--- src/rtl/state_dump_unit.sv ---
// state_dump_unit: halts the core and streams header, register file, then data memory over valid/ready
//   clock       in   system clock, rising edge
//   reset       in   asynchronous active-high reset
//   start       in   dump request, honoured only when idle
//   cpu_halt    out  freezes the core while a dump is in progress
//   reg_rd_addr out  register-file read address, reg_rd_data returns same cycle
//   mem_rd_addr out  data-memory read address, mem_rd_data returns same cycle
//   out_valid/out_ready/out_data/out_last  word stream towards the capture bridge
//   busy        out  any state other than idle
//   done        out  one-cycle pulse after the last word is accepted
module state_dump_unit #(
  parameter int DATA_W = 16,
  parameter int REG_AW = 4,
  parameter int MEM_AW = 8,
  parameter logic [DATA_W-1:0] HEADER = 16'hA5A5
) (
  input  logic              clock,
  input  logic              reset,
  input  logic              start,
  output logic              cpu_halt,
  output logic [REG_AW-1:0] reg_rd_addr,
  input  logic [DATA_W-1:0] reg_rd_data,
  output logic [MEM_AW-1:0] mem_rd_addr,
  input  logic [DATA_W-1:0] mem_rd_data,
  output logic              out_valid,
  input  logic              out_ready,
  output logic [DATA_W-1:0] out_data,
  output logic              out_last,
  output logic              busy,
  output logic              done
);
  typedef enum logic [2:0] {IDLE, HALT, HDR, REGS, MEM, FIN} state_t;
  state_t state, state_nx;
  logic [REG_AW-1:0] reg_cnt;
  logic [MEM_AW-1:0] mem_cnt;
  logic load_en;
  assign busy = state != IDLE;
  assign cpu_halt = busy;
  assign done = state == FIN;
  assign reg_rd_addr = (state == HDR || state == REGS) ? reg_cnt : '0;
  assign mem_rd_addr = state == MEM ? mem_cnt : '0;
  always_ff @(posedge clock or posedge reset)
    if (reset) state <= IDLE;
    else state <= state_nx;
  always_comb begin
    load_en = !out_valid || out_ready;
    state_nx = state;
    case (state)
      IDLE:      state_nx = start ? HALT : IDLE;
      HALT:      state_nx = HDR;
      HDR, REGS: state_nx = !load_en ? state : (&reg_cnt ? MEM : REGS);
      MEM:       state_nx = (load_en && out_last) ? FIN : MEM;
      FIN:       state_nx = IDLE;
      default:   state_nx = IDLE;
    endcase
  end
  // out_last only rises on the final memory word, so a load_en while it is set is the final accept
  always_ff @(posedge clock or posedge reset)
    if (reset) begin
      out_data <= '0;
      out_valid <= 1'b0;
      out_last <= 1'b0;
      reg_cnt <= '0;
      mem_cnt <= '0;
    end else begin
      case (state)
        HALT: begin
          out_data <= HEADER;
          out_valid <= 1'b1;
          out_last <= 1'b0;
        end
        HDR, REGS: if (load_en) begin
          out_data <= reg_rd_data;
          reg_cnt <= reg_cnt + REG_AW'(1);
        end
        MEM: if (load_en) begin
          if (out_last) begin
            out_valid <= 1'b0;
            out_last <= 1'b0;
          end else begin
            out_data <= mem_rd_data;
            out_last <= &mem_cnt;
            mem_cnt <= mem_cnt + MEM_AW'(1);
          end
        end
        default: ;
      endcase
    end
endmodule

--- config.mk ---
export PLATFORM = sky130hd
export DESIGN_NAME = state_dump_unit
export DESIGN_NICKNAME = d
export VERILOG_FILES = /design/src/rtl/state_dump_unit.sv
export SDC_FILE = /design/constraint.sdc
export NUM_CORES = 1
export LEC_CHECK = 0
export ABC_AREA = 1
export BUFFER_PORTS_ARGS = -buffer_cell sky130_fd_sc_hd__buf_2
export CAP_MARGIN = 10
export CELL_PAD_IN_SITES_DETAIL_PLACEMENT = 0
export CELL_PAD_IN_SITES_GLOBAL_PLACEMENT = 1
export CORE_ASPECT_RATIO = 1.4
export CORE_MARGIN = 8
export CORE_UTILIZATION = 25
export CTS_CLUSTER_SIZE = 24
export DETAILED_ROUTE_END_ITERATION = 7
export GPL_TIMING_DRIVEN = 0
export MAX_ROUTING_LAYER = met4
export PLACE_DENSITY_LB_ADDON = 0.2
export RECOVER_POWER = 50
export SLEW_MARGIN = 20
export SYNTH_ARGS = -nofsm -noshare
export SYNTH_HDL_FRONTEND = slang
export SYNTH_SLANG_ARGS = --single-unit
--- constraint.sdc ---
create_clock -name clock -period 2 [get_ports clock]
set_input_delay 0.1 -clock clock [delete_from_list [all_inputs] [get_ports clock]]
set_output_delay 0.1 -clock clock [all_outputs]
set_load 0.02 [all_outputs]
==> Word level (Yosys, flattened, before mapping) <==
Index checks and enable logic that the tools add are counted.
{ "classes": {"add_sub_neg": 2, "multipliers": 0, "n_div": 0, "order_cmp": 0, "eq_ne": 9, "n_shift": 0, "muxes": 17, "bitwise_logic": 1, "n_reduce_logical": 16} }
{ "ops": {"columns": ["operator", "n"], "rows": [
  ["$mux 16", 3],
  ["$pmux 16 s3", 1],
  ["$pmux 3 s4", 1],
  ["$add 8x1->8 const B", 1],
  ["$mux 8", 1],
  ["$ne 2x2->1 const B", 4],
  ["$reduce_and 4->1", 2],
  ["$reduce_and 8->1", 1],
  ["$eq 3x2->1 const B", 2],
  ["$eq 3x3->1 const B", 2],
  ["$mux 1", 6],
  ["$mux 3", 2],
  ["$reduce_and 3->1", 2],
  ["$reduce_bool 3->1", 2],
  ["$add 4x1->4 const B", 1],
  ["$mux 4", 1],
  ["$pmux 1 s2", 2],
  ["$reduce_and 2->1", 2],
  ["$eq 3x1->1 const B", 1],
  ["$logic_not 3->1", 1],
  ["$logic_or 1x1->1", 2],
  ["$reduce_bool 2->1", 1],
  ["$reduce_or 2->1", 1],
  ["$logic_and 1x1->1", 1],
  ["2 further kinds", 2]
]} }
{ "word_totals": {"regBits": 33, "latchBits": 0, "ram_bits": 0, "mem_bits_ro": 0, "input_bits": 36, "out_inout_bits": 33, "mem_count": 0} }

==> Depth between registers and ports, before layout <==
{ "logic_depth": {"word_depth": 5, "mapped_depth": 8, "mapped_depth_nobuf": 8} }

==> Worst setup path after synthesis <==
No wires, ideal clock.
{ "synth_path": {"path_type": "register -> register", "start": "register out_valid", "end": "register out_data[2]", "arrival_ns": 1.230, "t_required_ns": 1.883, "setup_slack_ns": 0.653, "path_stages_with_launch": 7, "n_path_buf": 1, "synth_period_minus_slack_ns": 1.347, "cell_sequence": "dfrtp_1 -> nand2_2 -> nand2_1 -> nand3_4 -> buf_4 -> nand3_1 -> nand2_1"} }
{ "synth_between": {"elab_chain_len": 4, "word_cells_on_any_way": 5, "classes_between": "eq/ne (2); reduce/logical (3)"} }
{ "synth_rtl": {"columns": ["item", "line_no", "rtl"], "rows": [
  ["from (decl)", "25", "output logic out_valid,"],
  ["from (signal assigned)", "61", "out_valid <= 1'b0;"],
  ["from (signal assigned)", "69", "out_valid <= 1'b1;"],
  ["from (signal assigned)", "78", "out_valid <= 1'b0;"],
  ["$logic_not 1->1 *", "46", "load_en = !out_valid || out_ready;"],
  ["$logic_or 1x1->1 *", "46", null],
  ["$ne 2x2->1 (no source line)", null, null],
  ["$reduce_and 4->1 (no source line) *", null, null],
  ["to (signal assigned)", "73", "out_data <= reg_rd_data;"],
  ["to (signal assigned)", "81", "out_data <= mem_rd_data;"],
  ["to (decl)", "27", "output logic [DATA_W-1:0] out_data,"]
]} }
Mark *: on every way between the ends. The rest lies on a longest branch, timed or not.
A chain may end at the register's enable or synchronous reset.

==> Worst setup path in the final report <==
{ "layout_path": {"start": "register state[2]", "end": "output port mem_rd_addr[7]"} }
{ "layout_between": {"elab_chain_len": 2} }
{ "layout_rtl": {"columns": ["item", "line_no", "rtl"], "rows": [
  ["from (decl)", "33", "state_t state, state_nx;"],
  ["from (signal assigned)", "44", "else state <= state_nx;"],
  ["$eq 3x3->1", "41", "assign mem_rd_addr = state == MEM ? mem_cnt : '0;"],
  ["$mux 8", "41", null],
  ["to (decl)", "23", "output logic [MEM_AW-1:0] mem_rd_addr,"]
]} }
Every way passes these cells.

==> metrics.yaml <==
layout_worst_path_cycle_share_pct: 83.4
min_path_type: "input pin to register"
place_area_um2: 2350
power_density_nw_per_um2: 1450
portBuffers: 68
setup.worst_path.start_class: "register"
critPathMaxStageDelay_ps: 390
htree_levels: 2
timing.hold.ws_ps: 136
r2r-start: "state[0]"
crit_fanout: 10
grt_pass1_vias: 1961
r2r_end: "mem_cnt[2]"
total_power_w: 0.00356
status: "completed"
hold_start: "mem_rd_data[4]"
routedWlPerCell_um: 13.2
met2_usage_pct: 18.5
slew_viol_final: 0
detail-route-antenna-nets: 0
cts_tree: "done"
synth_mux_area_share_pct: 0
cp.required_ps: 1900
synth_top_family_by_area: "simple AND/OR/NAND/NOR gates"
hold_viol: 0
area.growth.synth_to_final_pct: 31.6
cpMostUsedCell: "buf_2"
synth_cell_types: 21
rows: 37
root_buffer: "clkbuf_8"
wirelength_mm: 5.71
arrival_ps: 1570
cts_buffers: 5
gp_congestion: 0.748
final_area_um2: 2460
synth-simple-area-share_pct: 42.6
hold_end: "out_data[4]"
ys_warn_count: 0
pwr-share-comb_pct: 48.1
fin_worst_skew_ps: 7.83
busiest_layer: "met2"
cts_buffer_depth: 2
critPathCaptureType: "output pin"
cts.sinks: 33
switchingPower_w: 0.00158
synth_seq_cells: 33
drive_gt1_share_pct: 26.0
irDropWorstVdd_mv: 0.687
diodes: 0
layout_min_cycle_time_ps: 1670
drt-initial-drc-count: 47
worst_r2r_path_depth: 8
r2r_setup_slack_ps: 430
via_count: 1867
setup_tns_ps: 0
intPower_w: 0.00199
grt_setup_unrepaired: "false"
grt_usage_pct: 11.6
core_um2: 7310
syn_inst: 257
grt_max_degree: 30
drv_cap: 0
via_per_inst: 4.32
grtUsageMet1_pct: 13.6
crit_type: "register to output pin"
setup_viol: 0
die_y_um: 118
syn_area_um2: 1870
pin_count: 69
cts_resized: 0
fillerInstances: 866
dr.pass1.iters: 4
cts_setup_buffers: 0
synth_fa_ha_area_share_pct: 1.34
overflow: 0
fmax_mhz: 600
slew_headroom_pct: 49.2
path_cells: "buf_2, nand2_2, buf_2, nor2_2, buf_2"
finalNetCount: 372
p_leak_nw: 1.34
p_sw_share_pct: 44.3
yosysSeqAreaShare_pct: 44.1
pwr-share-clk_pct: 21.2
cts.clk_slew.worst_paths_ps: 80
syn_avg_cell_area_um2: 7.28
hpwl_mm: 4.31
insertion_delay_ps: 290
p_seq_share_pct: 30.7
drc: 0
synthXorXnorAreaFrac_pct: 2.34
die-area_um2: 10500
crit_slowest_cell: "dfrtp_1"
antenna_found_initial: 0
start_util_pct: 25.6
whs_path_depth: 5
syn-num-nets: 295
grt_first_pass_wirelength_mm: 9.49
synth_compound_area_share_pct: 1.87
tightestPinTransition_ps: 762
final_core_util_pct: 33.6
die_w_um: 89.1
use_met3_pct: 3.05
-- Yosys cell counts --
cell     number  area (µm²)
inv_1        18        67.6
nand4_1       2        12.5
nor3_1        2        10.0
nand2_2       4        25.0
nor2_1       22        82.6
dfrtp_1      33         826
nor2_2        4        25.0
nor2_4        1        11.3
buf_6         1        11.3
xor2_1        5        43.8
buf_4         4        30.0
inv_2         4        15.0
nand2_4       2        22.5
nand2_1      96         360
a21oi_1       2        10.0
nand3_2       1        10.0
ha_1          2        25.0
nand3_4       1        17.5
nand3_1      44         220
buf_2         4        20.0
o21ai_0       5        25.0
-- final cells by class --
class / count / area [µm²] / area share, %
Inverter: 22 / 82.6 / 3.36
Clock buffer: 5 / 68.8 / 2.80
Multi-Input combinational cell: 193 / 901 / 36.6
Buffer: 9 / 61.3 / 2.49
Clock inverter: 3 / 65.1 / 2.64
Timing Repair Buffer: 70 / 335 / 13.6
Tap cell: 97 / 121 / 4.93
Sequential cell: 33 / 826 / 33.6
-- power by group through the flow --
stage	Clock (W)	Sequential, W	Combinational (W)
final	0.000756	0.00109	0.00171
after CTS	0.000785	0.00109	0.00180
after floorplan	0	0.00128	0.00106
after global placement	0	0.00110	0.00178
after global routing	0.000813	0.00113	0.00197
after detailed placement	0	0.00110	0.00180
-- placed cells by master, fill, tap and decap left out --
master         instances
bufinv_16              2
nand4_1                2
clkbuf_1              16
ha_1                   2
nand2_2                4
nand3_2                1
inv_2                  4
a21oi_1                2
dlygate4sd3_1          1
nand2_1               96
dfrtp_1               33
nand3_1               44
nand3_4                1
buf_4                  4
nand2_4                2
buf_2                 56
clkinv_2               1
o21ai_0                5
nor2_1                22
nor2_4                 1
clkbuf_8               5
buf_6                  1
inv_1                 18
xor2_1                 5
nor3_1                 2
nor2_2                 4
clkbuf_2               1
-- stage by stage --
step | worst slack, ps | instances
2_1_floorplan | 653 | 257
5_1_grt | 207 | 432
4_1_cts | 289 | 432
6_report | 333 | 432
3_5_place_dp | 432 | 423
3_3_place_gp | 462 | 422
-- repair_timing --
item / in CTS / in global routing
hold buffers: 1 / 0
endpoints found under the hold margin: 33 / 0
setup endpoints to repair: 0 / 0
-- flip-flops by register name, indices dropped and copies added (netlist names) --
register	count
state	3
mem_cnt	8
out_data	16
reg_cnt	4
out_valid	1
out_last	1
-- cells by family after synthesis --
family,count (synthesis)
xor+xnor,5
buf+inv,31
fa+ha+maj,2
compound gates,7
simple gates,179
flops,33
-- worst max path at each step --
stage                          from              to  slack (ps)  depth (start not counted)
after floorplan           out_valid     out_data[2]         650                          6
after global placement     state[0]      mem_cnt[2]         460                          8
after detailed placement   state[1]      mem_cnt[2]         430                          8
after CTS                  state[2]  mem_rd_addr[7]         290                          5
after global routing       state[2]  mem_rd_addr[7]         210                          5
final                      state[2]  mem_rd_addr[7]         330                          5
-- layer usage --
layer	vias to the layer above	routed length (µm)
met5	-	0
met4	0	97
met3	8	463
met2	63	2680
met1	837	2470
li1	959	-
-- worst max-delay path, delay by kind of cell (launching register included) --
kind          cells  cell delay [ps]
simple gates      2              240
flops             1              390
buf+inv           3              650
Power figures use the tool's default switching activity.
